File: src/rtl/exec_ctrl.sv
// Execute-stage sequencing controller: ID/EX handoff, FPU wait with timeout,
// load-use bubble, branch/jump-miss flush and MEM backpressure hold.
//
// state      | meaning
// -----------+-------------------------------------------------------
// S_EMPTY    | no instruction in exec
// S_ALU      | single-cycle op in exec, result presented to MEM
// S_FPU_WAIT | FPU op running, waiting for ex_fin or timeout
// S_DONE     | FPU result presented to MEM
module exec_ctrl #(
  parameter int FPU_TIMEOUT = 64,
  parameter int RW          = 6
) (
  input  logic          clk,
  input  logic          rstn,
  input  logic          id_valid,
  output logic          id_ready,
  input  logic          id_is_fpu,
  input  logic [RW-1:0] id_rs0,
  input  logic [RW-1:0] id_rs1,
  input  logic          id_use_rs0,
  input  logic          id_use_rs1,
  output logic          ex_load,
  output logic          fpu_start,
  input  logic          ex_fin,
  input  logic [RW-1:0] ex_rd,
  input  logic          ex_regwrite,
  input  logic          ex_memread,
  input  logic          ex_branchjump_miss,
  output logic          out_valid,
  input  logic          out_ready,
  output logic          flush,
  output logic          fpu_timeout_err,
  output logic [31:0]   stall_cycles
);

  localparam logic [1:0] S_EMPTY    = 2'd0;
  localparam logic [1:0] S_ALU      = 2'd1;
  localparam logic [1:0] S_FPU_WAIT = 2'd2;
  localparam logic [1:0] S_DONE     = 2'd3;

  localparam int             CW       = $clog2(FPU_TIMEOUT + 1);
  localparam logic [CW-1:0]  CNT_LAST = CW'(FPU_TIMEOUT - 1);

  logic [1:0]    state, state_nxt;
  logic [CW-1:0] wait_cnt, wait_cnt_inc;
  logic          ld_pend;
  logic [RW-1:0] ld_rd;
  logic          presenting, hazard, can_issue, accept, timeout_hit;

  assign presenting   = (state == S_ALU) || (state == S_DONE);
  assign wait_cnt_inc = wait_cnt + CW'(1);

  // ld_pend only lives for the cycle right after a load completes
  assign hazard = ld_pend &&
                  ((id_use_rs0 && (id_rs0 == ld_rd)) ||
                   (id_use_rs1 && (id_rs1 == ld_rd)));

  assign flush       = presenting && out_ready && ex_branchjump_miss;
  assign can_issue   = id_valid && !hazard && !flush;
  assign out_valid   = presenting;
  assign ex_load     = id_ready;
  assign accept      = id_valid && id_ready;
  assign timeout_hit = (state == S_FPU_WAIT) && !ex_fin && (wait_cnt_inc == CNT_LAST);

  always_comb begin
    state_nxt = state;
    id_ready  = 1'b0;
    case (state)
      S_EMPTY: begin
        id_ready = can_issue;
        if (can_issue) state_nxt = id_is_fpu ? S_FPU_WAIT : S_ALU;
      end
      S_ALU, S_DONE: begin
        if (flush) begin
          state_nxt = S_EMPTY;
        end else if (out_ready) begin
          id_ready  = can_issue;
          state_nxt = can_issue ? (id_is_fpu ? S_FPU_WAIT : S_ALU) : S_EMPTY;
        end
      end
      S_FPU_WAIT: begin
        if (ex_fin || timeout_hit) state_nxt = S_DONE;
      end
      default: state_nxt = S_EMPTY;
    endcase
  end

  always_ff @(posedge clk or negedge rstn) begin
    if (!rstn) begin
      state           <= S_EMPTY;
      wait_cnt        <= '0;
      ld_pend         <= 1'b0;
      ld_rd           <= '0;
      fpu_start       <= 1'b0;
      fpu_timeout_err <= 1'b0;
      stall_cycles    <= '0;
    end else begin
      state     <= state_nxt;
      fpu_start <= accept && id_is_fpu;
      ld_pend   <= out_valid && out_ready && ex_memread && ex_regwrite && (ex_rd != '0);
      ld_rd     <= ex_rd;
      if (accept)
        wait_cnt <= '0;
      else if (state == S_FPU_WAIT)
        wait_cnt <= wait_cnt_inc;
      if (timeout_hit)
        fpu_timeout_err <= 1'b1;
      if (id_valid && !id_ready && (stall_cycles != 32'hFFFF_FFFF))
        stall_cycles <= stall_cycles + 32'd1;
    end
  end

endmodule
File: config.mk
export PLATFORM = sky130hd
export DESIGN_NAME = exec_ctrl
export DESIGN_NICKNAME = d
export VERILOG_FILES = /design/src/rtl/exec_ctrl.sv
export SDC_FILE = /design/constraint.sdc
export NUM_CORES = 1
export LEC_CHECK = 0
export CAP_MARGIN = 25
export CORE_ASPECT_RATIO = 1.5
export CORE_UTILIZATION = 49
export CTS_CLUSTER_DIAMETER = 30
export DETAILED_ROUTE_END_ITERATION = 7
export PLACE_DENSITY = 0.8
export SETUP_SLACK_MARGIN = 0.5
export SLEW_MARGIN = 40
export SYNTH_ARGS = -nofsm -noshare
export SYNTH_HDL_FRONTEND = slang
export SYNTH_SLANG_ARGS = --single-unit
File: constraint.sdc
create_clock -name clk -period 2.08 [get_ports clk]
set_input_delay 0.312 -clock clk [delete_from_list [all_inputs] [get_ports clk]]
set_output_delay 0.312 -clock clk [all_outputs]
set_load 0.02 [all_outputs]
==> impl_metrics.tcl <==
set metrics [dict create \
    status "complete, but fails checks" \
    violations "negative setup slack" \
    power.density_nw_per_um2 814 \
    antenna_found_initial 0 \
    diodes 0 \
    synth.cell_area_sq_um 2590 \
    final_cells 434 \
    insertion_delay_ns 0.32 \
    grt_pass1_vias 2644 \
    chipWidth_microns 61.4 \
    cts_tree "built" \
    finalCritPeriodShare_pct 103 \
    place_hpwl_microns 4670 \
    r2r_start "stall_cycles[9]" \
    synth_edf_count 0 \
    drv_cap 0 \
    rows 32 \
    fillers 325 \
    synth_fp_nets 286 \
    grt_pass1_wl_microns 13300 \
    numCtsBuffers 5 \
    multi_input_area_sq_um 1670 \
    hp-class "in2reg" \
    finalSetupViolCount 4 \
    ff2ff_path_depth 7 \
    hold_viol 0 \
    synth.ff_latch_count 50 \
    endpoint "stall_cycles[29]" \
    initial_core_util_pct 50.6 \
    place_congestion 0.840 \
    cts_sinks 50 \
    design_area_sq_um 4230 \
    post-place-ws_ns -0.521 \
    grt_overflow 0 \
    pin_count 67 \
    worst_pin_slew_ns 0.385 \
    clock_skew_ns 0.00798 \
    grt_max_degree 51 \
    path_max_fanout 4 \
    required_ns 2.30 \
    seqCellArea_sq_um 1270 \
    criticalPathCategory "reg2reg" \
    route.detailed.drc 0 \
    rsz0062_at_grt "true" \
    regToRegEndpoint "stall_cycles[29]" \
    core_area_sq_um 5120 \
    ys.flop_type "dfrtp_1" \
    endpoint_kind "register" \
    crit_start "stall_cycles[9]" \
    start_kind "register" \
    slew_headroom_pct 74.3 \
    setup_ws_ns -0.0546 \
    netlist-cell-type-count 42 \
    die_h_microns 91.1 \
    layout-drive-gt1-share_pct 33.1 \
    via_per_inst 5.70 \
    syn_inst 254 \
    place_area_sq_um 3600 \
    vias 2475 \
    dpl.cell_count 409 \
    drt_iter0_drc 137 \
    fin_nets 397 \
    ys_seq_area_share_pct 48.2 \
    routedWlPerCell_microns 19.8 \
    period_minus_slack_ns 2.13 \
    area_growth_pct 62.9 \
    ant_nets 0 \
    port_buffers 66 \
    cts.path.max_buffers 2 \
    r2r_slack_ns -0.05 \
    final_common_cell "dlygate4sd2_1" \
    whs_ns 0.446 \
    grtUsageTotal_pct 32.9 \
    path_clk_slew_ns 0.09 \
    syn_area_per_cell_sq_um 10.2 \
    cts-htree-levels 2 \
    final_cell_mix "39 x dlygate4sd2_1, 35 x dfrtp_1, 34 x xor2_1" \
    final_max_slew_viol_count 0 \
    arrival_ns 2.36 \
    ys_async_sr_fraction_pct 100 \
    first_pass_iters 5 \
    cts-root-buf "clkbuf_8" \
    fmax_ghz 0.468 \
    peakVddDrop_mv 0.755 \
    power_leakage_nw 2.02 \
    die-area_sq_um 5600 \
    drt-total-wl_microns 8610 \
    yosysWarnings 0 \
]
==> synthesized netlist by cell type, drive strengths merged (2+ instances only) <==
master / n / area share [%]
a31oi: 2 / 0.48
o21ai: 4 / 1.2
or2: 2 / 0.48
and3: 6 / 1.4
mux2: 2 / 0.87
clkbuf: 5 / 0.72
ha: 3 / 1.4
nor2: 17 / 2.6
nor4b: 3 / 1.0
nor3: 17 / 3.3
inv: 6 / 0.87
buf: 5 / 1.5
dfrtp: 50 / 48
xnor2: 15 / 5.1
nand2b: 3 / 0.72
xor2: 34 / 11
and2: 4 / 0.96
nor2b: 2 / 0.48
nand2: 19 / 2.7
nor4: 13 / 3.6
nand3: 14 / 2.9
a21oi: 2 / 0.39
o31ai: 2 / 0.58
and4: 3 / 1.0
nand3b: 2 / 0.58
nand4: 11 / 2.9
==> cell type report <==
type | instances | share of cell area [%]
Inverter | 6 | 0.533
Tap cell | 68 | 2.01
Timing Repair Buffer | 114 | 25.4
Multi-Input combinational cell | 188 | 39.5
Clock inverter | 1 | 0.710
Sequential cell | 50 | 30.0
Clock buffer | 7 | 1.81
==> kinds of logic after synthesis <==
group,after synthesis,share of synthesized area (%)
compound gates,14,3.86
xor+xnor,49,16.5
fa+ha+maj,3,1.45
buf+inv,16,3.13
flops,50,48.2
mux,2,0.868
simple gates,120,25.9
==> flip-flops by register name, summed over array words and instances, names as in the netlist, named ones only <==
signal	flops
wait_cnt	7
ld_rd	6
state	1
ld_pend	1
fpu_start	1
stall_cycles	32
fpu_timeout_err	1
==> critical path, stage by stage (launching register included) <==
cell and delay (ns):
dfrtp_2 0.42, and4_4 0.25, nand4_1 0.17, buf_4 0.20
nor3_1 0.29, nand3_2 0.25, nor4_4 0.22, xor2_1 0.24
==> stage by stage <==
step           total power, mW  TNS (ns)  util (%)
6_report                  3.44   -0.0984      82.5
5_1_grt                   3.57     -1.76      82.5
2_1_floorplan             1.78         0         -
4_1_cts                   3.31         0      81.0
3_3_place_gp              2.22     -8.63      70.2
3_5_place_dp              2.25    -11.01      70.2
==> worst min path at each step <==
stage,start,cells after the start,end
after floorplan,rstn,0,async pin
after global placement,rstn,2,fpu_start
after detailed placement,rstn,2,ld_rd[3]
after CTS,ex_rd[3],1,ld_rd[3]
after global routing,ex_rd[5],1,ld_rd[5]
final,ex_rd[5],1,ld_rd[5]
==> report_power, final <==
part	total (mW)	internal (mW)	switching [mW]	leakage (nW)
registers	1.25	1.09	0.160	0.639
logic	1.49	0.698	0.791	1.33
clock network	0.703	0.361	0.342	0.0524
==> timing repair <==
item / 4_1_cts / 5_1_grt
pin swaps: 45 / 11
hold buffers: 1 / 0
gates resized for setup: 114 / 16
hold endpoints to repair: 13 / 0
setup buffers: 9 / 5
cloned: 2 / 0
endpoints found under the setup margin: 79 / 47
==> layer usage <==
layer / global-route usage [%] / vias to the layer above / wire length, microns
li1: - / 1112 / -
met1: 37.2 / 1235 / 3000
met2: 59.5 / 106 / 4960
met3: 4.99 / 22 / 430
met4: 12.0 / 0 / 215
met5: 0 / - / 0
No activity file was read; power rests on OpenSTA's default activity.
